==> config.mk <==
export PLATFORM = sky130hd
export DESIGN_NAME = dram_weight_fetch
export DESIGN_NICKNAME = d
export VERILOG_FILES = /design/src/rtl/dram_pkg.sv /design/src/rtl/dram_fetch_fifo2.sv /design/src/rtl/dram_weight_fetch.sv
export SDC_FILE = /design/constraint.sdc
export NUM_CORES = 1
export LEC_CHECK = 0
export CAP_MARGIN = 20
export CORE_AREA = 2 2 83 85
export CTS_CLUSTER_SIZE = 14
export DETAILED_ROUTE_END_ITERATION = 16
export DIE_AREA = 0 0 85 87
export PLACE_DENSITY = 0.77
export SETUP_SLACK_MARGIN = 0.4
export SLEW_MARGIN = 20
export SYNTH_ARGS = -nofsm -noshare
export SYNTH_HDL_FRONTEND = slang
export SYNTH_SLANG_ARGS = --single-unit
==> constraint.sdc <==
create_clock -name clk -period 3.2 [get_ports clk]
set_clock_uncertainty 0.05 [all_clocks]
set_input_delay 0.48 -clock clk [delete_from_list [all_inputs] [get_ports clk]]
set_output_delay 0.48 -clock clk [all_outputs]
set_load 0.01 [all_outputs]
==> src/rtl/dram_pkg.sv <==
// Shared definitions for the weight-DRAM read side: default geometry and the
// fetch sequencer state encoding.
package dram_pkg;

   localparam int unsigned DRAM_D_WIDTH = 4;
   localparam int unsigned DRAM_A_WIDTH = 15;

   typedef enum logic [1:0] {
      ST_IDLE  = 2'd0,
      ST_FETCH = 2'd1,
      ST_DRAIN = 2'd2
   } fetch_state_t;

endpackage

==> src/rtl/dram_fetch_fifo2.sv <==
// Two-entry FIFO holding returned weight words plus a first-word-of-burst flag.
// Ports: clk, rst_n; push/push_data/push_first write side; pop and flush;
// occ = current occupancy (0..2); head_data/head_first = oldest entry.
// Callers never push into a full FIFO; a push and a pop in one cycle both apply.
module dram_fetch_fifo2 #(
   parameter int unsigned DW = 4
) (
   input  logic          clk,
   input  logic          rst_n,
   input  logic          push,
   input  logic [DW-1:0] push_data,
   input  logic          push_first,
   input  logic          pop,
   input  logic          flush,
   output logic [1:0]    occ,
   output logic [DW-1:0] head_data,
   output logic          head_first
);

   logic [DW-1:0] data_q [2];
   logic [1:0]    first_q;
   logic          rd_ptr;
   logic          wr_ptr;

   // Storage, pointers and occupancy
   always_ff @(posedge clk or negedge rst_n) begin
      if (!rst_n) begin
         data_q[0] <= '0;
         data_q[1] <= '0;
         first_q   <= '0;
         rd_ptr    <= 1'b0;
         wr_ptr    <= 1'b0;
         occ       <= 2'd0;
      end else if (flush) begin
         rd_ptr <= 1'b0;
         wr_ptr <= 1'b0;
         occ    <= 2'd0;
      end else begin
         if (push) begin
            data_q[wr_ptr]  <= push_data;
            first_q[wr_ptr] <= push_first;
            wr_ptr          <= ~wr_ptr;
         end
         if (pop) begin
            rd_ptr <= ~rd_ptr;
         end
         case ({push, pop})
            2'b10:   occ <= occ + 2'd1;
            2'b01:   occ <= occ - 2'd1;
            default: occ <= occ;
         endcase
      end
   end

   assign head_data  = data_q[rd_ptr];
   assign head_first = first_q[rd_ptr];

endmodule

==> src/rtl/dram_weight_fetch.sv <==
// Weight DRAM read sequencer: issues a contiguous read burst, absorbs the
// one-cycle read latency in a 2-entry FIFO and streams words out valid/ready.
// Ports: start/base_addr/length/abort control; mem_rce/mem_ra/mem_rq memory
// read port; out_valid/out_ready/out_data/out_sel stream; busy, done status.
// Optional feature macro: DRAM_FETCH_SEL_EN enables out_sel (word differs from
// the previously delivered word, forced on the first word of a burst).
// mem_rce is combinational from out_ready so the stream sustains 1 word/cycle.
module dram_weight_fetch
   import dram_pkg::*;
#(
   parameter int unsigned D_WIDTH = DRAM_D_WIDTH,
   parameter int unsigned A_WIDTH = DRAM_A_WIDTH
) (
   input  logic               clk,
   input  logic               rst_n,
   input  logic               start,
   input  logic [A_WIDTH-1:0] base_addr,
   input  logic [A_WIDTH:0]   length,
   input  logic               abort,
   output logic               mem_rce,
   output logic [A_WIDTH-1:0] mem_ra,
   input  logic [D_WIDTH-1:0] mem_rq,
   output logic               out_valid,
   input  logic               out_ready,
   output logic [D_WIDTH-1:0] out_data,
   output logic               out_sel,
   output logic               busy,
   output logic               done
);

   fetch_state_t state;
   fetch_state_t state_nxt;

   logic [A_WIDTH:0] cnt;
   logic             first_rd;
   logic             pend;
   logic             pend_first;
   logic [1:0]       occ;
   logic             head_first;
   logic             pop;
   logic             flush;
   logic             push;
   logic             start_ok;
   logic             zero_start;
   logic             last_pop;
   logic             room;

   assign pop        = out_valid & out_ready;
   assign flush      = abort & (state != ST_IDLE);
   assign push       = pend & ~flush;
   assign start_ok   = (state == ST_IDLE) & start & ~abort;
   assign zero_start = start_ok & (length == '0);
   // In DRAIN every read is issued; one stored word and nothing in flight is the last one
   assign last_pop   = (state == ST_DRAIN) & ~pend & (occ == 2'd1) & pop;
   // Space for one more read once this cycle's pop is accounted for
   assign room       = (3'(occ) + 3'(pend)) < (3'd2 + 3'(pop));
   assign out_valid  = (occ != 2'd0);

   // State register
   always_ff @(posedge clk or negedge rst_n) begin
      if (!rst_n) begin
         state <= ST_IDLE;
      end else begin
         state <= state_nxt;
      end
   end

   // Next-state logic
   always_comb begin
      state_nxt = state;
      case (state)
         ST_IDLE: begin
            if (start_ok && (length != '0)) begin
               state_nxt = ST_FETCH;
            end
         end
         ST_FETCH: begin
            if (abort) begin
               state_nxt = ST_IDLE;
            end else if (mem_rce && (cnt == (A_WIDTH+1)'(1))) begin
               state_nxt = ST_DRAIN;
            end
         end
         ST_DRAIN: begin
            if (abort || last_pop) begin
               state_nxt = ST_IDLE;
            end
         end
         default: state_nxt = ST_IDLE;
      endcase
   end

   // State-decoded outputs
   always_comb begin
      mem_rce = 1'b0;
      busy    = 1'b0;
      case (state)
         ST_FETCH: begin
            busy    = 1'b1;
            mem_rce = ~abort & room;
         end
         ST_DRAIN: busy = 1'b1;
         default: ;
      endcase
   end

   // Address/issue counters, in-flight tracking and done pulse
   always_ff @(posedge clk or negedge rst_n) begin
      if (!rst_n) begin
         mem_ra     <= '0;
         cnt        <= '0;
         first_rd   <= 1'b0;
         pend       <= 1'b0;
         pend_first <= 1'b0;
         done       <= 1'b0;
      end else begin
         if (start_ok) begin
            mem_ra   <= base_addr;
            cnt      <= length;
            first_rd <= 1'b1;
         end else if (mem_rce) begin
            mem_ra   <= mem_ra + A_WIDTH'(1);
            cnt      <= cnt - (A_WIDTH+1)'(1);
            first_rd <= 1'b0;
         end
         pend       <= mem_rce;
         pend_first <= mem_rce & first_rd;
         done       <= zero_start | flush | last_pop;
      end
   end

   dram_fetch_fifo2 #(
      .DW (D_WIDTH)
   ) u_fifo (
      .clk        (clk),
      .rst_n      (rst_n),
      .push       (push),
      .push_data  (mem_rq),
      .push_first (pend_first),
      .pop        (pop),
      .flush      (flush),
      .occ        (occ),
      .head_data  (out_data),
      .head_first (head_first)
   );

`ifdef DRAM_FETCH_SEL_EN
   logic [D_WIDTH-1:0] prev_word;

   // Last handshaken word
   always_ff @(posedge clk or negedge rst_n) begin
      if (!rst_n) begin
         prev_word <= '0;
      end else if (pop) begin
         prev_word <= out_data;
      end
   end

   assign out_sel = head_first | (out_data != prev_word);
`else
   logic unused_head_first;
   assign unused_head_first = head_first;
   assign out_sel           = 1'b0;
`endif

endmodule

**Yosys cells after proc, flatten, opt, wreduce, memory -nomap -nowiden**

Index checks and enable logic that the tools add are counted.

- Add/subtract/negate cells: 6
- Magnitude comparators: 4
- Equal/unequal tests: 9
- Multiplexer cells: 23
- Bitwise logic cells: 19
- Reduce and logical (&&, ||, !) cells: 16

Operators by type and width:

| cell | count |
|---|---|
| two-way mux 16 bit | 2 |
| two-way mux 15 bit | 2 |
| equality test 16 x 1 -> 1 bit, second input constant | 1 |
| zero test 16 bit | 1 |
| two-way mux 4 bit | 4 |
| nonzero test 16 bit | 1 |
| subtractor 16 x 1 -> 16 bit, second input constant | 1 |
| adder 15 x 1 -> 15 bit, second input constant | 1 |
| AND 1 bit | 10 |
| two-way mux 2 bit | 5 |
| nonzero test 2 bit | 5 |
| bitwise mux 8 bit | 1 |
| equality test 2 x 1 -> 1 bit, second input constant | 3 |
| two-way mux 1 bit | 6 |
| case mux 2 bit (3 select lines) | 1 |
| NOT 1 bit | 5 |
| demux 4 bit (select 1 bit) | 1 |
| equality test 2 bit, second input constant | 2 |
| greater-or-equal comparator 2 bit, second input constant | 2 |
| != test 2 x 1 -> 1 bit, second input constant | 2 |
| NOT 1 -> 2 bit | 2 |
| case mux 2 bit (2 select lines) | 1 |
| adder 2 x 1 -> 3 bit | 1 |
| adder 2 x 1 -> 3 bit, first input constant | 1 |
| 13 further kinds | 16 |

- Register bits after elaboration: 47
- Input port bits: 40
- Output and inout port bits: 24
- Logic and storage cells: 87

**Logic depth before layout (Yosys ltp)**

Gate-level depths: netlist (run 1).

- Depth in word-level cells: 10
- Gate-level depth with buffers: 8
- Depth with buffers taken out: 7

**By module**

Synthesis (run 1) repeated with hierarchy kept, for this count alone.

- Cell total of the unflattened synthesis: 288
- Area, all modules: 2901.5 µm²

Modules (own cells, without submodules):

| module | times used | cells each | area an instance (µm²) | seq. area each (µm²) |
|---|---|---|---|---|
| dram_weight_fetch | 1 | 244 | 2270.9 | 925.9 |
| dram_fetch_fifo2 | 1 | 44 | 630.6 | 350.3 |

**Worst setup path before layout (run 1)**

No wires, ideal clock.

- Kind: reg2out
- Start point: register u_fifo.occ[0]
- End point: output mem_rce
- Arrival: 1649 ps
- Data required time: 2670 ps
- Path slack: 1021 ps
- Cell stages (with the launch flop): 5
- Path buffers: 1
- Cell sequence: dfrtp_1 -> ha_1 -> or3b_4 -> a211oi_4 -> buf_8

- Word-level cells in the longest chain between the ends: 6
- Elaborated cells on any way between the ends: 7
- Those cells by class: add/sub: 2; order compare: 1; mux: 1; bitwise: 2; reduce/logical: 1

Ends and longest elaborated chain:

| element | line | text |
|---|---|---|
| from (decl) | dram_fetch_fifo2.sv:15 | `output logic [1:0] occ,` |
| from (signal assigned) | dram_fetch_fifo2.sv:48 | `2'b10: occ <= occ + 2'd1;` |
| from (signal assigned) | dram_fetch_fifo2.sv:49 | `2'b01: occ <= occ - 2'd1;` |
| nonzero test 2 bit | dram_weight_fetch.sv:57 | `assign out_valid = (occ != 2'd0);` |
| AND 1 bit | dram_weight_fetch.sv:48 | `assign pop = out_valid & out_ready;` |
| adder 2 x 1 -> 3 bit | dram_weight_fetch.sv:56 | `assign room = (3'(occ) + 3'(pend)) < (3'd2 + 3'(pop));` |
| < comparator 3 bit (*) | dram_weight_fetch.sv:56 |  |
| AND 1 bit (*) | dram_weight_fetch.sv:100 | `mem_rce = ~abort & room;` |
| two-way mux 1 bit (*) | dram_weight_fetch.sv:97 | `case (state)` |
| to (decl) | dram_weight_fetch.sv:20 | `output logic mem_rce,` |

Mark *: on every way between the ends. The rest lies on a longest branch, timed or not.

**Worst setup path after layout (run 1)**

- Start point: register pend
- End point: output mem_rce

- Word-level cells in the longest chain between the ends: 4

Ends and longest elaborated chain:

| element | line | text |
|---|---|---|
| from (decl) | dram_weight_fetch.sv:36 | `logic pend;` |
| from (signal assigned) | dram_weight_fetch.sv:126 | `pend <= mem_rce;` |
| adder 2 x 1 -> 3 bit | dram_weight_fetch.sv:56 |  |
| < comparator 3 bit | dram_weight_fetch.sv:56 |  |
| AND 1 bit | dram_weight_fetch.sv:100 |  |
| two-way mux 1 bit | dram_weight_fetch.sv:97 |  |

No other way between the ends.

==> flow_metrics.env, run 1 <==
export IMPL_crit_family="flip-flops"
export IMPL_p_per_area_nw_per_um2=787.6
export IMPL_initial_utilization_pct=41.45
export IMPL_ctsHoldBuffers=0
export IMPL_coreArea_um2=6569
export IMPL_io_buffer_count=62
export IMPL_clk_pin_slew_worst_paths_ps=90
export IMPL_p_clk_share_pct=13.0
export IMPL_p_int_mw=1.714
export IMPL_grt_antenna_before_repair=0
export IMPL_crit_chain="ha_1 > or3b_4 > a211oi_4 > dlygate4sd2_1"
export IMPL_post_cts_setup_buffers=0
export IMPL_fin_nets=383
export IMPL_worstSetupEndpointType="primary output"
export IMPL_yosysMostFrequentCell="dfrtp_1"
export IMPL_grt_remaining_overflow=0
export IMPL_hold_viol=0
export IMPL_dpl_worst_slack_ps=370.6
export IMPL_m1WireLength_um=2638
export IMPL_clock_root_buffer="clkbuf_8"
export IMPL_synth_area_um2=2723
export IMPL_synth_area_per_cell_um2=9.937
export IMPL_tns_ps=0
export IMPL_max_freq_mhz=382.4
export IMPL_comb_power_share_pct=46.7
export IMPL_fin_crit_ps=2615
export IMPL_critical_path_class="register to primary output"
export IMPL_core_rowCount=30
export IMPL_cts_tree="done"
export IMPL_hp_class="primary input to async pin"
export IMPL_worst_path_buf_inv=1
export IMPL_power_total_mw=2.732
export IMPL_numCtsBuffers=5
export IMPL_final_core_util_pct=52.80
export IMPL_synth_flop_cell="dfrtp_1"
export IMPL_path_max_fanout=8
export IMPL_yosysTopAreaCellShare_pct=43.20
export IMPL_fin_cells=414
export IMPL_netSwitchingPower_mw=1.018
export IMPL_finalCritPeriodShare_pct=81.73
export IMPL_detail_route_antenna_nets=0
export IMPL_met3WireLength_um=302
export IMPL_die_y_um=87
export IMPL_cpPeakStageDelay_ps=470
export IMPL_synth_seq_cells=47
export IMPL_track_usage_pct=16.74
export IMPL_setup_viol=0
export IMPL_yosys_warnings=0
export IMPL_reg2reg_slack_ps=650
export IMPL_status="finished, final reports clean"
export IMPL_clock_latency_ps=300
export IMPL_vias=2173
export IMPL_ios=64
export IMPL_leakage_nw=1.370
export IMPL_drv_slew=0
export IMPL_drv_cap=0
export IMPL_cts_max_level=2
export IMPL_layout_drive_gt1_share_pct=11.08
export IMPL_cts_resized=2
export IMPL_critPathLaunchType="register"
export IMPL_cts_sinks=47
export IMPL_diodes=0
export IMPL_seq_area_frac_synth_pct=43.20
export IMPL_syn2layout_area_growth_pct=27.39
export IMPL_highest_layer="met4"
export IMPL_postSynthCellCount=274
export IMPL_regToRegEndpoint="cnt[15]"
export IMPL_drtPass1Iterations=4
export IMPL_gp_congestion=0.8046
export IMPL_synth_edff_count=0
export IMPL_p_seq_share_pct=40.3
export IMPL_rsz0062_at_grt="false"
export IMPL_dp_cells=406
export IMPL_dp_hpwl_um=4361
export IMPL_via_per_inst=5.249
export IMPL_grt_max_degree=58
export IMPL_arrival_ps=2090
export IMPL_drc_errors=0
export IMPL_die_w_um=85
export IMPL_yosys_area_top_type="dfrtp_1"
export IMPL_max_slew_margin_rel_pct=55.69
export IMPL_synth_cell_types=52
export IMPL_clk_path_buf_depth=2
export IMPL_async_flop_share_pct=100.0
export IMPL_reg2reg_depth=7
export IMPL_syn_nets=324
export IMPL_rr_startpoint="pend"
export IMPL_wl_per_cell_um=14.35
export IMPL_worst_pin_slew_ps=662.2
export IMPL_drt_iter0_drc=108
export IMPL_timing_final_ws_setup_ps=584.6
export IMPL_switching_share_pct=37.27
export IMPL_dieArea_um2=7395
export IMPL_wl_met2_um=2891
export IMPL_slowest_stage="dfrtp_2"
export IMPL_wl_um=5939
export IMPL_grt_pass1_vias=2167
export IMPL_ys_top_cells_by_count="47 x dfrtp_1, 46 x nor2_1, 32 x a21oi_1"
export IMPL_max_vdd_ir_drop_uv=347.0
export IMPL_grt_pass1_wl_um=9825
export IMPL_crit_required_ps=2670
export IMPL_synth_area_leaders="dfrtp_1 43%, xor2_1 6.8%, nor2_1 6.3%"
-- final cells by class --
cell class	count	area, um2
Clock buffer	5	68.82
Clock inverter	3	20.02
Fill cell	592	3100
Inverter	7	26.28
Multi-Input combinational cell	208	1431
Sequential cell	47	1177
Tap cell	80	100.1
Timing Repair Buffer	64	644.4
-- through the flow --
step,hold WS [ps],instance area (um2)
finish,126.2,3468
global route,177.5,3468
CTS,353.6,3466
detailed placement,444.4,3377
global placement,431.1,3377
floorplan,134.4,2723
-- cells by family after synthesis --
kind of cell             count (synthesis)  synth area share (%)
multiplexers                            16                 6.480
other                                    1                0.1377
XOR/XNOR                                32                 10.29
flip-flops                              47                 43.20
AND/OR/NAND/NOR                        101                 20.04
buffers and inverters                   19                 4.228
AO/OA/AOI/OAI                           48                 11.03
adder cells (fa/ha/maj)                 10                 4.596
-- power groups by stage --
stage	combinational, mW	sequential, mW	clock, mW
6_report	1.28	1.10	0.354
5_1_grt	1.41	1.14	0.391
4_1_cts	1.29	1.10	0.366
3_5_place_dp	1.28	1.11	0
3_3_place_gp	1.24	1.10	0
2_1_floorplan	0.791	1.09	0
-- metal layers --
metal	up-vias	track usage, %
met2	70	28.55
met5	-	0
li1	1072	-
met4	0	6.205
met1	1023	20.82
met3	8	3.791
-- registers in the layout, summed over array words and instances (netlist names) --
name	flops
state	2
u_fifo.data_q	8
done	1
u_fifo.rd_ptr	1
cnt	16
pend	1
u_fifo.wr_ptr	1
mem_ra	15
u_fifo.occ	2
-- worst register-to-register path, stage by stage (launching register included) --
cell and delay, ps:
dfrtp_2 470, ha_1 230, ha_1 240, nor4b_1 520, o2111a_1 460, and4b_1 260, xnor2_1 120, a21oi_1 80
-- cell usage in the layout, fill, tap and decap left out, types with 2 or more instances in the layout --
cell	count
xnor2_1	11
mux2_2	13
nand4_1	7
nand3b_1	4
xor2_1	21
a21oi_1	32
mux2i_1	3
inv_1	7
dfrtp_1	46
clkdlybuf4s50_1	60
nor4_1	4
ha_1	10
clkbuf_8	5
clkinvlp_4	2
nand2_2	3
nand4b_1	2
buf_4	2
nand2_1	8
o21ai_0	2
nand3_1	3
o2111a_1	2
and3_1	5
nor2_1	46
a211oi_1	3
nor2b_1	4
-- how the worst max path moves through the flow --
stage / start / to / slack (ps) / cells after the start
after floorplan: u_fifo.occ[0] / mem_rce / 1020 / 4
after CTS: pend / mem_rce / 550 / 4
after detailed placement: out_ready / mem_rce / 370 / 4
after global placement: out_ready / mem_rce / 380 / 4
final: pend / mem_rce / 580 / 4
after global routing: pend / cnt[3] / 450 / 7
(Power assumes the default switching activity.)
==> run 2: changes to the inputs <==
- PLACE_DENSITY: 0.77 -> 0.8
- clock period: 3.2 -> 2.4 ns (I/O delays scaled with it)
==> flow_metrics.env, run 2 (synthesized netlist as in run 1, its figures left out) <==
export IMPL_status="finished, violations left"
export IMPL_violations="negative hold slack"
export IMPL_largest_reg_flops=16
export IMPL_leakage_nw=1.500
export IMPL_arrival_ps=1820
export IMPL_cts_sinks=47
export IMPL_crit_required_ps=1990
export IMPL_power_total_mw=3.949
export IMPL_drv_slew=0
export IMPL_initial_utilization_pct=41.45
export IMPL_drtPass1Iterations=4
export IMPL_drt_iter0_drc=69
export IMPL_grt_max_degree=62
export IMPL_fin_hold_ws_ps=-4.805
export IMPL_wl_um=6391
export IMPL_cts_max_level=2
export IMPL_max_slew_margin_rel_pct=61.75
export IMPL_fin_cells=432
export IMPL_finalCritPeriodShare_pct=92.85
export IMPL_grt_antenna_before_repair=0
export IMPL_path_max_fanout=2
export IMPL_critical_path_class="register to primary output"
export IMPL_num_fill_cells=544
export IMPL_slowest_stage="dfrtp_1"
export IMPL_grt_pass1_wl_um=10380
export IMPL_via_per_inst=5.347
export IMPL_layout_drive_gt1_share_pct=21.88
export IMPL_syn2layout_area_growth_pct=38.69
export IMPL_hold_viol=8
export IMPL_dp_cells=414
export IMPL_clock_root_buffer="clkbuf_8"
export IMPL_diodes=0
export IMPL_crit_chain="ha_4 > or3b_4 > a211oi_4 > buf_2"
export IMPL_core_rowCount=30
export IMPL_clk_pin_slew_worst_paths_ps=90
export IMPL_fin_crit_ps=2228
export IMPL_detail_route_antenna_nets=0
export IMPL_dieArea_um2=7395
export IMPL_track_usage_pct=17.25
export IMPL_hp_class="primary input to async pin"
export IMPL_worst_path_buf_inv=1
export IMPL_coreArea_um2=6569
export IMPL_cpPeakStageDelay_ps=420
export IMPL_worst_pin_slew_ps=573.7
export IMPL_gp_congestion=0.7692
export IMPL_reg_largest_list="cnt: 16 flops, mem_ra: 15 flops, u_fifo.data_q: 8 flops"
export IMPL_vias=2310
export IMPL_die_w_um=85
export IMPL_drv_cap=0
export IMPL_ios=64
export IMPL_max_freq_mhz=448.7
export IMPL_top_register="cnt"
export IMPL_max_vdd_ir_drop_uv=551.9
export IMPL_setup_viol=0
export IMPL_fin_nets=401
export IMPL_die_y_um=87
export IMPL_grt_pass1_vias=2260
export IMPL_mostFrequentLayoutCell="clkdlybuf4s50_1"
export IMPL_p_per_area_nw_per_um2=1046
export IMPL_cts_tree="done"
export IMPL_clock_latency_ps=300
export IMPL_crit_family="flip-flops"
export IMPL_ctsHoldBuffers=0
export IMPL_dp_hpwl_um=4510
export IMPL_numCtsBuffers=5
export IMPL_worstSetupEndpointType="primary output"
export IMPL_io_buffer_count=62
export IMPL_grt_remaining_overflow=0
export IMPL_drc_errors=0
export IMPL_wl_per_cell_um=14.79
export IMPL_rsz0062_at_grt="true"
export IMPL_critPathLaunchType="register"
export IMPL_clk_path_buf_depth=2
export IMPL_layout_common_cells="57 x clkdlybuf4s50_1, 44 x dfrtp_1, 42 x nor2_1, 32 x a21oi_1, 20 x xor2_1"
[run 2: cell count changes in the layout (fill, tap and decap cells not counted), moves of 3 or more]
cell and delta:
nor2_1 -4, buf_6 +5, clkdlybuf4s50_1 -3, nand2_2 +3
nand2_1 -3, ha_1 -3, nor2_2 +4, buf_4 +10
[run 2: cell type report]
cell class	instances	area [um2]	area share [%]
clock buffers	7	96.34	2.551
clock inverters	1	7.507	0.1988
inverters	7	26.28	0.6958
multi-input cells	208	1549	41.02
flip-flops and latches	47	1180	31.25
well taps	80	100.1	2.651
repair buffers	82	817.0	21.64
[run 2: metrics by stage]
| stage | area (um2) | setup slack, ps | setup TNS (ps) | utilization, % |
|---|---|---|---|---|
| final | 3776 | 171.6 | 0 | 57.49 |
| after global routing | 3776 | 138.9 | 0 | 57.49 |
| after CTS | 3595 | 154.4 | 0 | 54.72 |
| after detailed placement | 3471 | -149.7 | -340.9 | 52.84 |
| after global placement | 3471 | -137.8 | -157.2 | 52.84 |
| after floorplan | 2744 | 337.9 | 0 | - |
[run 2: path summary, 6_finish.rpt]
kind / startpoint / to / slack (ps) / cells past startpoint
worst min-delay path: rst_n / u_fifo.rd_ptr / -5 / 1
worst max register to register: u_fifo.occ[0] / cnt[13] / 190 / 8
worst min register to register: u_fifo.data_q[7] / u_fifo.data_q[7] / 460 / 1
min in group clk: u_fifo.data_q[7] / u_fifo.data_q[7] / 460 / 1
max in group asynchronous: rst_n / u_fifo.occ[0] / 1770 / 2
worst max-delay path: pend / mem_rce / 170 / 4
[run 2: layer usage]
layer  part of all wire, %  vias up  GRT usage (%)
li1                      -     1107              -
met1                    42     1139          21.06
met2                    53       55          30.89
met3                   4.2        9          3.507
met4                  0.94        0          4.906
met5                     0        -              0
[run 2: worst reg2reg max path: cells and delay by family (launching register included)]
| family | cells | cell delay (ps) |
|---|---|---|
| flops | 1 | 440 |
| compound gates | 2 | 400 |
| xor+xnor | 1 | 180 |
| fa+ha+maj | 2 | 340 |
| simple gates | 2 | 550 |
| buf+inv | 1 | 130 |
[run 2: timing repair]
action,in CTS,in global routing
pin swaps,2,20
gates resized for setup,10,27
setup buffers,3,7
endpoints found under the setup margin,39,38
[run 2: report_power, final]
| part | leakage [nW] | internal [mW] | switching [mW] |
|---|---|---|---|
| combinational | 0.911 | 1.07 | 0.876 |
| sequential | 0.538 | 1.14 | 0.327 |
| clock | 0.0505 | 0.262 | 0.271 |
| total | 1.50 | 2.48 | 1.47 |
==> edit 1, RTL diff (config.mk and constraints of run 2) <==
`DRAM_D_WIDTH`: 4 -> 3.
--- a/src/rtl/dram_pkg.sv
+++ b/src/rtl/dram_pkg.sv
@@ -3,5 +3,5 @@
 package dram_pkg;
 
-   localparam int unsigned DRAM_D_WIDTH = 4;
+   localparam int unsigned DRAM_D_WIDTH = 3;
    localparam int unsigned DRAM_A_WIDTH = 15;
 
Ports: changed (resized mem_rq and out_data); port bits go from 64 to 62. No check against the original RTL was run, so the function may have changed too.
==> edit 1 against run 2 <==
Routed wire length grew 23%; synthesized cell count up 5.5%; critical path depth increased by 2; total power rose by 12%; worst setup slack worse by 0.0023 ns; sequential cell count is 2 lower; die area is the same; final area rose by 3.8%; area after synthesis shrank 0.41%; critical path type is now register to register; critical endpoint is now mem_ra[8].
==> edit 1: results (changes against run 2) <==
[floorplan]
core_mm2 = 0.00657  ; unchanged

[detailed_routing]
wl_met1_um = 3380  ; +25%
wl_um = 7860  ; +23%
dr_wl_met2_um = 3850  ; +15%
wl_per_cell_um = 17.2  ; +16%
route.met3.wl_um = 424  ; +58%
drt-pass1-iter-count = 5  ; +1

[placement]
place_ws_ns = -0.0671  ; +0.0826 ns
hpwl_um = 4990  ; +11%
port_buffers = 60  ; -3.2%
place_congestion = 0.866  ; +13%
dpl_cell_area_mm2 = 0.00353  ; +1.7%
place_inst = 432  ; +4.3%

[synth]
ys_ff_latch = 45  ; -4.3%
synth.cells.most_frequent = 45 x dfrtp_1, 30 x nor2_1, 19 x o21ai_0
synth-seq-area-share_pct = 41.5  ; -1.7 points
netlist_top_cells_area = dfrtp_1 42%, ha_1 4.6%, a31oi_1 4.2%, mux2_2 4.2%, nor2_1 4.2%
avgSynthCellArea_um2 = 9.38  ; -5.6%
syn_nets = 338  ; +4.3%

[hold_path]
min_path_type = register to register

[power]
powerComb_mw = 2.36  ; +21%
irDropWorstVdd_mv = 0.597  ; +8.2%
powerClk_mw = 0.516  ; -3%
p_leak_nw = 1.50  ; about the same
p_per_area_mw_per_mm2 = 1120  ; +7.6%

[global_routing]
gr-usage-met2_pct = 32.2  ; +1.3 points
use_met3_pct = 3.70  ; +0.19 points
grtUsageTotal_pct = 19.6  ; +2.4 points
grt_max_degree = 46  ; -26%
grt_pass1_wl_um = 11600  ; +12%
grt_pass1_vias = 2471  ; +9.3%

[final_layout]
bufAreaShareNonClock_pct = 22.9  ; +1.2 points
num-multi-input-gates = 222  ; +6.7%
sh_seq_area_pct = 28.8  ; -2.5 points
drive_above_1_share_pct = 20.6  ; -1.2 points
inverters_excl_clock = 11  ; +4
multi_input_area_share_pct = 42.3  ; +1.3 points
fill_cells = 539  ; -0.92%
top_regs = cnt: 16 flops, mem_ra: 15 flops, u_fifo.data_q: 6 flops
buffers = 92  ; +12%
clock_area_share_pct = 2.39  ; -0.36 points
multi_input_area_mm2 = 0.00166  ; +7.1%
n_clock_buffer = 5  ; -2

[critical_path]
critPathTopFamily = simple AND/OR/NAND/NOR gates
reg2regPathDepth = 6  ; -2
critPathArrivalTime_ns = 2.41  ; +0.59 ns
path_max_fanout = 6  ; +4
reg2reg_slack_ns = 0.17  ; -0.02 ns
path_class = register to register
crit_path_max_incr_delay_ns = 0.45  ; +0.03 ns

[sta]
whs_ns = 0.462  ; +0.467 ns
worst_slew_pin_slew_ns = 0.628  ; +0.0539 ns

[clock_network]
cts_resized = 13  ; +3
cts_setup_buffers = 6  ; +3
cts_hold_buf = 1  ; +1

[outcome]
status = completed

==> edit 1: cell count changes after synthesis, moves of 7 or more <==
cell / delta
o31ai_1: +8
a31oi_1: +17
or3_1: +11
or4_1: +7
nor2_1: -16
xor2_1: -16
a21oi_1: -31
o21ai_0: +17
nand2_1: +10
==> edit 1: worst max path at each step <==
stage                     slack (ns)         end
after detailed placement       -0.07   mem_ra[8]
after global placement         -0.02   mem_ra[8]
final                           0.17   mem_ra[8]
after CTS                       0.18   mem_ra[8]
after global routing            0.06  mem_ra[14]
after floorplan                 0.26  mem_ra[11]
==> edit 1: logic make-up after synthesis <==
logic type                 count (synthesis)  synth area share, %
buffers and inverters                     23                 3.32
other                                      1                0.138
AOI/OAI and AO/OA                         72                 18.2
and+or+nand+nor                          111                 22.4
adders and majority gates                 10                 4.61
xor gates and xnor gates                  14                 4.52
DFF                                       45                 41.5
muxes                                     13                 5.26
==> edit 2, RTL diff (config.mk and constraints of run 2) <==
Without the edit above. The 3 states of `fetch_state_t` get a one-hot encoding in 3 bits.
--- a/src/rtl/dram_pkg.sv
+++ b/src/rtl/dram_pkg.sv
@@ -6,8 +6,8 @@
    localparam int unsigned DRAM_A_WIDTH = 15;
 
-   typedef enum logic [1:0] {
-      ST_IDLE  = 2'd0,
-      ST_FETCH = 2'd1,
-      ST_DRAIN = 2'd2
+   typedef enum logic [2:0] {
+      ST_IDLE  = 3'b001,
+      ST_FETCH = 3'b010,
+      ST_DRAIN = 3'b100
    } fetch_state_t;
 
Formal check against the unedited RTL: same outputs for any inputs over 10 cycles, from zero or initial values and one cycle with rst_n low; not proved beyond that.
==> edit 2 against run 2 <==
Combinational power decreased by 46%; critical path depth grew 4; worst setup slack lost 0.10 ns; area after synthesis decreased by 0.78%; synthesized cell count is 2.9% higher; final area grew 6.3%; cell count grew 4.9%; sequential cell count rose by 1; via count grew 13%; routed wire length up 24%; total power is 27% lower; critical path type is now register to register; critical endpoint is now cnt[3].
==> edit 2: results (changes against run 2) <==
[critical_path]
crit_path_max_incr_delay_ns = 0.41
crit_path_start_kind = register
reg2reg_slack_ns = 0.07  ; -0.12 ns
cpMaxStageDelayCell = dfrtp_1
crit-reg2reg-launch = u_fifo.occ[0]
reg2regPathDepth = 8  ; unchanged
critPathArrivalTime_ns = 2.46  ; +0.64 ns
rr_endpoint = cnt[3]
path_max_fanout = 8  ; +6

[clock_network]
root_buffer = clkbuf_8
insertion_delay_ns = 0.31
cts.htree.levels = 2  ; unchanged
cts_buffers = 5  ; unchanged
clock_path_buffers = 2  ; unchanged
path_clk_slew_ns = 0.10

[detailed_routing]
drt-initial-drc-count = 134  ; +94%
wl_um = 7930  ; +24%
routed_via_density = 5.77  ; +8.0%
drt-pass1-iter-count = 4  ; unchanged

[synth]
avgSynthCellArea_um2 = 9.58  ; -3.6%
syn_nets = 329  ; +1.5%
synth.cells.most_frequent = 47 x dfrtp_1, 38 x nand2_1, 21 x nor2_1
async_reset_ff_share_pct = 100  ; unchanged
synth_cell_types = 53  ; +1.9%
synth-seq-area-share_pct = 44.5  ; +1.3 points
netlist_top_cells_area = dfrtp_1 44%, nand2_1 5.3%, mux2_2 5.0%, ha_1 3.2%, nor2_1 2.9%
synth_warnings = 0  ; unchanged

[hold_path]
min_path_type = input port to async pin

[final_layout]
diodes = 0  ; unchanged
fill_cells = 515  ; -5.3%
final_cells = 453  ; +4.9%
top_regs = cnt: 16 flops, mem_ra: 15 flops, u_fifo.data_q: 8 flops
drive_above_1_share_pct = 25.7  ; +3.9 points
nNetsFinal = 419  ; +4.5%

[placement]
port_buffers = 62  ; unchanged
hpwl_um = 4960  ; +10%
place_ws_ns = -0.308  ; -0.158 ns
place_inst = 433  ; +4.6%
place_congestion = 0.870  ; +13%

[global_routing]
grt_pass1_wl_um = 12600  ; +21%
grtUsageTotal_pct = 21.5  ; +4.2 points
antenna_found_initial = 0  ; unchanged
grt_pass1_vias = 2683  ; +19%
grt_max_degree = 49  ; -21%

[sta]
whs_ns = 0.0848  ; +0.0896 ns
worst_slew_pin_slew_ns = 0.629  ; +0.0549 ns

[power]
irDropWorstVdd_mv = 0.472  ; -14%
p_leak_nw = 1.70  ; +13%

[outcome]
status = completed

edit 2: cell types whose count changed in the layout (fill, tap and decap cells not counted), sizes merged, moves of 5 or more:
cell	run 2	this run
a221o	0	5
o21ai	2	18
o211ai	0	5
nand3	3	10
nor2	46	21
nor3	1	12
xor2	21	7
nand2	12	39
nand2b	1	6
a21oi	33	9
buf	22	36
edit 2: kinds of logic (layout without fill, tap and decap cells):
group / after synthesis / in the layout / synth area share, %
AND/OR/NAND/NOR: 122 / 122 / 24.2
AO/OA/AOI/OAI: 56 / 56 / 14.2
flip-flops: 48 / 48 / 44.5
buffers and inverters: 20 / 111 / 3.57
XOR/XNOR: 16 / 16 / 5.19
multiplexers: 12 / 12 / 5.00
adder cells (fa/ha/maj): 7 / 7 / 3.24
other: 1 / 1 / 0.139
edit 2: final cells by class:
cell class                      count  area, µm²  share of cell area (%)
Timing Repair Buffer               96        945                    23.5
Sequential cell                    48       1200                    30.0
Multi-Input combinational cell    214       1620                    40.3
Clock buffer                        6       82.6                    2.06
Inverter                            7       26.3                   0.655
Tap cell                           80        100                    2.49
Clock inverter                      2       38.8                   0.966
edit 2: critical path, delay by kind of cell, from the launching register on:
family	cells	cell delay, ns
compound gates	2	0.46
fa+ha+maj	1	0.28
simple gates	2	0.58
buf+inv	3	0.43
flops	1	0.41
edit 2: worst max-delay path by stage:
| stage | end | slack (ns) | cells past startpoint |
|---|---|---|---|
| 6_report | cnt[3] | 0.07 | 8 |
| 5_1_grt | mem_ra[14] | 0.02 | 8 |
| 2_1_floorplan | cnt[15] | 0.27 | 5 |
| 3_3_place_gp | mem_rce | -0.31 | 5 |
| 3_5_place_dp | mem_rce | -0.31 | 5 |
| 4_1_cts | mem_rce | 0.04 | 5 |
edit 2: routing by layer:
| metal | GRT usage [%] | vias to the layer above | wire length (µm) |
|---|---|---|---|
| met3 | 5.12 | 23 | 654 |
| met5 | 0 | - | 0 |
| met1 | 26.2 | 1243 | 3070 |
| li1 | - | 1212 | - |
| met2 | 36.6 | 137 | 3960 |
| met4 | 8.66 | 0 | 237 |
edit 2: stage by stage:
stage / cell area (µm²) / util, %
detailed placement: 3580 / 54.5
global route: 4010 / 61.1
global placement: 3580 / 54.5
floorplan: 2780 / -
finish: 4010 / 61.1
CTS: 3950 / 60.1
edit 2: timing repair:
item | CTS | global route
resized for setup | 39 | 16
hold buffers | 0 | 0
endpoints found under the setup margin | 41 | 46
cloned | 1 | 0
buffers inserted | 10 | 1
pin swaps | 23 | 13
edit 2: power by group:
group | total (mW) | internal (mW) | switching, mW
Clock | 0.633 | 0.341 | 0.292
Combinational | 1.05 | 0.562 | 0.489
Sequential | 1.18 | 0.983 | 0.198
